## config.mk

```make
export PLATFORM = sky130hd
export DESIGN_NAME = control_estado
export DESIGN_NICKNAME = d
export VERILOG_FILES = /design/src/rtl/estados_pkg.sv /design/src/rtl/detector_flanco.sv /design/src/rtl/control_estado.sv
export SDC_FILE = /design/constraint.sdc
export NUM_CORES = 1
export LEC_CHECK = 0
export BUFFER_PORTS_ARGS = -buffer_cell sky130_fd_sc_hd__buf_2
export CAP_MARGIN = 20
export CORE_MARGIN = 5
export CORE_UTILIZATION = 60
export CTS_CLUSTER_DIAMETER = 100
export CTS_CLUSTER_SIZE = 25
export DETAILED_ROUTE_END_ITERATION = 10
export GPL_ROUTABILITY_DRIVEN = 1
export HOLD_SLACK_MARGIN = 0.15
export PLACE_DENSITY_LB_ADDON = 0.25
export SLEW_MARGIN = 25
export SYNTH_ARGS = -nofsm -noshare
export SYNTH_HDL_FRONTEND = slang
export SYNTH_SLANG_ARGS = --single-unit
```

## constraint.sdc

```tcl
create_clock -name clk -period 3.5 [get_ports clk]
set_input_delay 0.7 -clock clk [delete_from_list [all_inputs] [get_ports clk]]
set_output_delay 0.7 -clock clk [all_outputs]
set_load 0.05 [all_outputs]
```

## src/rtl/estados_pkg.sv

```systemverilog
// Shared codes for the game controller and the menu: FSM states, keypad codes
// and the result (v_d) encoding.
package estados_pkg;

    typedef enum logic [3:0] {
        APAGADO   = 4'd0,
        HOLA      = 4'd1,
        PERSONAJE = 4'd2,
        JUEGO     = 4'd3,
        GP        = 4'd4,
        YN        = 4'd5
    } estado_t;

    typedef enum logic [1:0] {
        VD_NADA   = 2'd0,
        VD_PIERDE = 2'd1,
        VD_GANA   = 2'd2
    } vd_t;

    localparam logic [4:0] KEY_SI    = 5'd10;
    localparam logic [4:0] KEY_NO    = 5'd11;
    localparam logic [4:0] KEY_HEROE = 5'd12;
    localparam logic [4:0] KEY_OK    = 5'd13;

    localparam int TIMER_W = 32;

endpackage

```

## src/rtl/detector_flanco.sv

```systemverilog
// Rising-edge detector on a registered previous value. An input already high
// when reset is released must drop once before it can produce an event.
module detector_flanco (
    input  logic clk,
    input  logic rst,
    input  logic d,
    output logic flanco
);

    logic prev_q;
    logic armed_q;

    always_ff @(posedge clk) begin
        if (rst) begin
            prev_q  <= 1'b0;
            armed_q <= 1'b0;
        end else begin
            prev_q  <= d;
            armed_q <= armed_q | ~d;
        end
    end

    assign flanco = d & ~prev_q & armed_q;

endmodule

```

## src/rtl/control_estado.sv

```systemverilog
// Top-level game state controller: power, splash (HOLA), hero menu, game,
// game-over (GP) and play-again prompt (YN). Optional idle timeout: IDLE_TIMEOUT_EN.
module control_estado
    import estados_pkg::*;
#(
    parameter int unsigned CLK_HZ   = 27_000_000,
    parameter int unsigned HOLA_CYC = 54_000_000,
    parameter int unsigned GP_CYC   = 81_000_000,
    parameter int unsigned IDLE_CYC = 810_000_000
) (
    input  logic       clk,
    input  logic       rst,
    input  logic       btn_encendido,
    input  logic       keypad_pressed,
    input  logic [4:0] key,
    input  logic       cambio,
    input  logic       vida_heroe_cero,
    input  logic       vida_enemigo_cero,
    output logic [3:0] presente,
    output logic       encendido,
    output logic [1:0] v_d,
    output logic       inicio
);

    localparam logic [TIMER_W-1:0] HOLA_LAST = TIMER_W'(HOLA_CYC - 1);
    localparam logic [TIMER_W-1:0] GP_LAST   = TIMER_W'(GP_CYC - 1);

    // CLK_HZ documents the clock the cycle counts were derived from.
`ifdef IDLE_TIMEOUT_EN
    localparam logic [TIMER_W-1:0] IDLE_LAST = TIMER_W'(IDLE_CYC - 1);
    logic unused_cfg;
    assign unused_cfg = ^CLK_HZ;
`else
    logic unused_cfg;
    assign unused_cfg = ^{CLK_HZ, IDLE_CYC};
`endif

    logic ev_power;
    logic ev_key;

    detector_flanco u_det_power (
        .clk    (clk),
        .rst    (rst),
        .d      (btn_encendido),
        .flanco (ev_power)
    );

    detector_flanco u_det_key (
        .clk    (clk),
        .rst    (rst),
        .d      (keypad_pressed),
        .flanco (ev_key)
    );

    estado_t              estado_q, estado_d;
    vd_t                  vd_q, vd_d;
    logic                 inicio_q, inicio_d;
    logic                 encendido_q;
    logic                 timer_restart;
    logic [TIMER_W-1:0]   timer_q;

    always_comb begin
        estado_d      = estado_q;
        vd_d          = vd_q;
        inicio_d      = 1'b0;
        timer_restart = 1'b0;
        if (ev_power) begin
            estado_d = (estado_q == APAGADO) ? HOLA : APAGADO;
            vd_d     = VD_NADA;
        end else begin
            case (estado_q)
                APAGADO: vd_d = VD_NADA;
                HOLA: begin
                    if (timer_q == HOLA_LAST) estado_d = PERSONAJE;
                end
                PERSONAJE: begin
                    if (ev_key && key == KEY_OK && cambio) begin
                        estado_d = JUEGO;
                        inicio_d = 1'b1;
                    end
`ifdef IDLE_TIMEOUT_EN
                    else if (ev_key) begin
                        timer_restart = 1'b1;
                    end else if (timer_q == IDLE_LAST) begin
                        estado_d = HOLA;
                        vd_d     = VD_NADA;
                    end
`endif
                end
                JUEGO: begin
                    // Defeat takes precedence when both sides fall together.
                    if (vida_heroe_cero) begin
                        estado_d = GP;
                        vd_d     = VD_PIERDE;
                    end else if (vida_enemigo_cero) begin
                        estado_d = GP;
                        vd_d     = VD_GANA;
                    end
                end
                GP: begin
                    if (timer_q == GP_LAST) estado_d = YN;
                end
                YN: begin
                    if (ev_key && key == KEY_SI) begin
                        estado_d = PERSONAJE;
                        vd_d     = VD_NADA;
                    end else if (ev_key && key == KEY_NO) begin
                        estado_d = APAGADO;
                        vd_d     = VD_NADA;
                    end
`ifdef IDLE_TIMEOUT_EN
                    else if (ev_key) begin
                        timer_restart = 1'b1;
                    end else if (timer_q == IDLE_LAST) begin
                        estado_d = HOLA;
                        vd_d     = VD_NADA;
                    end
`endif
                end
                default: begin
                    estado_d = APAGADO;
                    vd_d     = VD_NADA;
                end
            endcase
        end
    end

    always_ff @(posedge clk) begin
        if (rst) begin
            estado_q    <= APAGADO;
            vd_q        <= VD_NADA;
            inicio_q    <= 1'b0;
            encendido_q <= 1'b0;
            timer_q     <= '0;
        end else begin
            estado_q    <= estado_d;
            vd_q        <= vd_d;
            inicio_q    <= inicio_d;
            encendido_q <= (estado_d != APAGADO);
            // Saturating timer, restarted on every state change.
            if (estado_d != estado_q || timer_restart) begin
                timer_q <= '0;
            end else if (timer_q != '1) begin
                timer_q <= timer_q + 1'b1;
            end
        end
    end

    assign presente  = estado_q;
    assign encendido = encendido_q;
    assign v_d       = vd_q;
    assign inicio    = inicio_q;

endmodule

```

# Word level (Yosys, flattened, before mapping)
# Index checks and enable logic that the tools add are counted.
totals:
  ff_bits: 44
  inputBits: 12
  elab_cells: 63
op_classes:
  n_addsub: 1
  eq_ne: 14
  mux: 16
  n_bitwise: 12
  reduce_logical: 11
op_table:
  columns: ["op", "n"]
  rows:
  - ["32-bit by 1-bit adder with 32-bit output, second input constant", 1]
  - ["32-bit by 26-bit equality test with 1-bit output, second input constant", 1]
  - ["32-bit by 27-bit equality test with 1-bit output, second input constant", 1]
  - ["4-bit two-way mux", 8]
  - ["32-bit != test, second input constant", 1]
  - ["4-bit one-hot mux with 6 select lines", 1]
  - ["5-bit by 4-bit equality test with 1-bit output, second input constant", 3]
  - ["4-bit by 2-bit equality test with 1-bit output, second input constant", 2]
  - ["4-bit by 3-bit equality test with 1-bit output, second input constant", 2]
  - ["2-bit two-way mux", 4]
  - ["3-bit != test, second input constant", 2]
  - ["1-bit inverter", 6]
  - ["2-bit one-hot mux with 3 select lines", 1]
  - ["3-bit OR reduction", 2]
  - ["1-bit bitwise AND", 4]
  - ["4-bit by 1-bit equality test with 1-bit output, second input constant", 1]
  - ["1-bit logical AND", 4]
  - ["4-bit logical NOT", 1]
  - ["4-bit != test", 1]
  - ["4-bit nonzero test", 1]
  - ["2-bit OR reduction", 2]
  - ["3-bit AND reduction", 1]
  - ["1-bit two-way mux", 2]
  - ["1-bit OR", 2]

# Logic depth before layout (Yosys ltp)
depth:
  ltp_word: 10
  ltp_mapped: 9
  ltp_nobuf: 8

# Cells and area by module
# Synthesis repeated with hierarchy kept, for this count alone.
unflattened:
  cells_unflattened: 290
  area_unflattened_um2: 2362.3
modules_own_cells:
  columns: ["module", "n_inst", "cells_per_inst", "area_each_um2", "seq_area_each_um2"]
  rows:
  - ["control_estado", 1, 276, 2237.1, 800.8]
  - ["detector_flanco", 2, 7, 62.6, 40.0]

# Least setup slack after synthesis
# Ideal clock, no wire load.
synth_path:
  path_kind: "reg-to-reg"
  from: "register estado_q[0] (netlist: presente[0])"
  to: "register timer_q[10]"
  arrival_time_ps: 2374
  path_slack_ps: 1044
  stages_incl_launch_ff: 10
  n_path_buf: 2
  period_less_slack_ps: 2456
  path_cell_list: "dfxtp_1 > buf_4 > nand2b_1 > nor3_1 > or3b_1 > o22ai_2 > nand2_1 > a221o_2 > buf_6 > a211oi_4"
synth_via:
  elab_chain_len: 6
  elab_cells_between_ends: 18
  cone_classes: "6 x eq/ne; 10 x mux; 2 x reduce/logical"
synth_lines:
  columns: ["item", "line", "text"]
  rows:
  - ["from (decl)", "control_estado.sv:55", "estado_t estado_q, estado_d;"]
  - ["from (signal assigned)", "control_estado.sv:136", "estado_q <= estado_d;"]
  - ["4-bit two-way mux, on equally long branches", "control_estado.sv:107, control_estado.sv:95", null]
  - ["4-bit two-way mux, on equally long branches", "control_estado.sv:104, control_estado.sv:92", null]
  - ["4-bit one-hot mux with 6 select lines", "control_estado.sv:71", "case (estado_q)"]
  - ["4-bit two-way mux", "control_estado.sv:67", "if (ev_power) begin"]
  - ["4-bit != test (*)", "control_estado.sv:141", "if (estado_d != estado_q || timer_restart) begin"]
  - ["2-bit OR reduction (no line) (*)", null, null]
  - ["to (signal assigned)", "control_estado.sv:144", "timer_q <= timer_q + 1'b1;"]
  - ["to (decl)", "control_estado.sv:60", "logic [TIMER_W-1:0] timer_q;"]
# Every way passes the cells marked *; elsewhere a longest branch is shown, timed or not.
# A chain may end at the register's enable or synchronous reset.

# Worst setup path in the final report
layout_path:
  from: "register timer_q[0]"
  to: "register timer_q[6]"
layout_via:
  elab_chain_len: 6
  elab_cells_between_ends: 10
  cone_classes: "1 x add/sub; 4 x eq/ne; 4 x mux; 1 x reduce/logical"
layout_lines:
  columns: ["item", "line"]
  rows:
  - ["32-bit by 27-bit equality test with 1-bit output / 32-bit by 26-bit equality test with 1-bit output (equally long branches)", "control_estado.sv:101, control_estado.sv:74"]
  - ["4-bit two-way mux, on equally long branches", "control_estado.sv:101, control_estado.sv:74"]
  - ["4-bit one-hot mux with 6 select lines", "control_estado.sv:71"]
  - ["4-bit two-way mux", "control_estado.sv:67"]
  - ["4-bit != test", "control_estado.sv:141"]
  - ["2-bit OR reduction (no line)", null]
# Parallel ways exist; a longest one is shown, timed or not.

==> flow_metrics.tcl <==
set metrics [dict create \
    outcome "finished, final reports clean" \
    cp_cell_sequence "ha_1 -> nand3_1 -> nor2_2 -> buf_4 -> nand4_1 -> o21ai_0 -> nand2b_1 -> a221o_2 -> a211oi_1" \
    drt_iter0_markers 156 \
    grt_pass1_wl_mm 8.34 \
    ios 20 \
    grt-ovfl-total 0 \
    period_needed_ps 2580 \
    comb_power_share_pct 4.6 \
    fp-row-count 22 \
    r2r_end "timer_q[6]" \
    power_density_mw_per_mm2 353 \
    ys.warnings.count 0 \
    worst_slew_pin_slew_ps 658 \
    syn2layout_area_growth_pct 8.32 \
    switching_share_pct 21.5 \
    holdWs_ps 469 \
    wl_per_cell_um 14.2 \
    drc 0 \
    slowest_stage "a221o_2" \
    power.leakage_nw 0.834 \
    hold_class "flop to flop" \
    synth_edf_count 0 \
    start_util_pct 62.0 \
    rsz0062_at_grt "false" \
    fp.dieH_um 71.5 \
    synthDistinctLibCells 53 \
    cp-start-kind "flop" \
    path_max_fanout 32 \
    synthDominantAreaCellType "dfxtp_1" \
    synth_top_family_by_area "simple AND/OR/NAND/NOR gates" \
    slew_violations 0 \
    clkLatencyLatePin_ps 290 \
    core_area_mm2 0.00366 \
    die-area_mm2 0.00512 \
    fp.dieW_um 71.5 \
    drt_wl_total_mm 4.70 \
    critPathMaxStageDelay_ps 620 \
    yosysSeqAreaShare_pct 38.8 \
    path_class "flop to flop" \
    gp_congestion 0.847 \
    cts.path.max_buffers 2 \
    finalCritPeriodShare_pct 73.7 \
    root_buffer "clkbuf_8" \
    synth_xor_area_share_pct 10.4 \
    tritoncts "built" \
    finalClockSkew_ps 5.28 \
    whs_endpoint "v_d[1]" \
    reg2reg_from "timer_q[0]" \
    final_layout_size_suffix_gt1_share_pct 13.0 \
    internal_power_uw 681 \
    clk_pin_slew_worst_paths_ps 70 \
    hold_depth 2 \
    fillers 314 \
    holdBufCountCts 0 \
    clkPwrFrac_pct 36.6 \
    clkSinkCount 44 \
    tns_ps 0 \
    ir_drop_uv 311 \
    drv_cap 0 \
    finalPower_uw 868 \
    cts-buffers-inserted 5 \
    synth_compound_area_share_pct 10.5 \
    synthMuxAreaShare_pct 0 \
    synthAdderAreaFrac_pct 0.551 \
    antenna_cells 0 \
    syn_inst 265 \
    fmax_mhz 388 \
    cp_data_required_time_ps 3700 \
    grt_usage_pct 19.9 \
    p_switching_uw 187 \
    synth-simple-area-share_pct 36.4 \
    grt_pass1_vias 1856 \
    numPortBuffers 19 \
    reg2reg_depth 9 \
    synth_top_area_share_pct 38.8 \
    cp.arrival_ps 2780 \
    seq_power_share_pct 58.8 \
    syn_area_mm2 0.00227 \
    synthTopCellsByArea "dfxtp_1, nor2_1, xor2_1" \
    synth-seq-cells 44 \
    slew_headroom_pct 55.6 \
    grt_start_max_net_pins 33 \
    postCtsSetupRepairBufs 0 \
    cp-end-kind "flop" \
    synthArstFlopShare_pct 0 \
    first_pass_iters 4 \
    ant_nets 0 \
    syn_area_per_cell_um2 8.57 \
    synth_ff_type "dfxtp_1" \
    finalHoldViolations 0 \
    nNetsFinal 296 \
    grt_antenna_before_repair 0 \
    viasPerCell 5.79 \
    utilization_pct 67.2 \
    worstHoldStart "v_d[1]" \
    vias 1923 \
    dp_hpwl_mm 3.36 \
    h-tree-depth 2 \
    cts_resized 0 \
    r2r_slack_ps 920 \
    finalSetupViolations 0 \
    syn-num-nets 278 \
]
per-layer routing:
metal / up-vias / global-route usage, % / part of all wire [%]
met5: - / 0 / 0
met4: 0 / 6.89 / 2.0
met3: 11 / 4.35 / 5.4
met2: 47 / 33.0 / 47
met1: 885 / 25.4 / 46
li1: 980 / - / -
sequential cells by signal (all words and copies together) (netlist names):
name                 flops
timer_q                 32
presente                 4
v_d                      2
encendido                1
inicio                   1
u_det_key.armed_q        1
u_det_key.prev_q         1
u_det_power.armed_q      1
u_det_power.prev_q       1
power groups by stage:
stage               registers, mW  logic (mW)  clock network, mW
floorplan                   0.524      0.0272                  0
global placement            0.522      0.0389                  0
detailed placement          0.522      0.0396                  0
CTS                         0.510      0.0400              0.327
global route                0.511      0.0435              0.352
finish                      0.510      0.0400              0.317
cells in the final DEF, fill, tap and decap left out, drive strengths merged, types with 2 or more instances in the layout:
| cell | netlist | layout |
|---|---|---|
| a211oi | 5 | 5 |
| and3 | 8 | 8 |
| nor4bb | 3 | 3 |
| o21ba | 3 | 3 |
| nor4 | 4 | 4 |
| and2 | 3 | 3 |
| nor4b | 4 | 4 |
| nor3b | 3 | 3 |
| nand3b | 3 | 3 |
| clkbuf | 2 | 8 |
| nor2b | 5 | 5 |
| nand2 | 22 | 22 |
| dfxtp | 44 | 44 |
| inv | 2 | 2 |
| a21oi | 5 | 5 |
| xor2 | 15 | 15 |
| nand3 | 10 | 10 |
| nand4bb | 3 | 3 |
| o21ai | 3 | 3 |
| nor2 | 52 | 52 |
| nor3 | 6 | 6 |
| nand4 | 13 | 13 |
| xnor2 | 12 | 12 |
| nand2b | 4 | 4 |
| o211ai | 2 | 2 |
| buf | 7 | 20 |
| and4 | 4 | 4 |
critical path: cells and delay by family (launching register included):
family | cells | cell delay, ps
flops | 1 | 400
fa+ha+maj | 1 | 190
buf+inv | 1 | 160
simple gates | 4 | 620
compound gates | 3 | 1130
how the worst max path moves through the flow:
stage               depth (start not counted)           to   startpoint  slack [ps]
global placement                            8   timer_q[7]       key[4]         720
detailed placement                          8   timer_q[7]       key[4]         630
finish                                      9   timer_q[6]   timer_q[0]         920
global route                                7   timer_q[7]  presente[0]         700
CTS                                         8   timer_q[7]       key[4]         930
floorplan                                   9  timer_q[10]  presente[0]        1040
area by class of cell:
cell class / instances / area [um2] / area share [%]
multi-input cells: 210 / 1320 / 53.6
flip-flops and latches: 44 / 881 / 35.8
repair buffers: 20 / 103 / 4.17
clock buffers: 8 / 90.1 / 3.66
well taps: 48 / 60.1 / 2.44
inverters: 2 / 7.51 / 0.305
kinds of logic (layout without fill, tap and decap cells):
kind of cell,count (synthesis),in the layout
buf+inv,11,30
xor+xnor,27,27
other cells,1,1
flops,44,44
compound gates,29,29
fa+ha+maj,1,1
simple gates,152,152
per-stage QoR:
stage               cell area, um2  instances  setup slack (ps)
CTS                           2460        332               932
global route                  2460        332               700
finish                        2460        332               922
global placement              2370        324               722
detailed placement            2370        324               627
floorplan                     2270        265              1040
Yosys cell counts (all sizes together) (3+ instances only):
library cell and count:
nor2b 5, nand2 22, nor4b 4, o21ai 3, nand3 10, buf 7, nor2 52, a21oi 5
nor3 6, dfxtp 44, nand3b 3, a211oi 5, and4 4, nor4bb 3, and2 3, nand4 13
xnor2 12, nor3b 3, nand2b 4, and3 8, nor4 4, o21ba 3, xor2 15, nand4bb 3
Power figures use the tool's default switching activity.
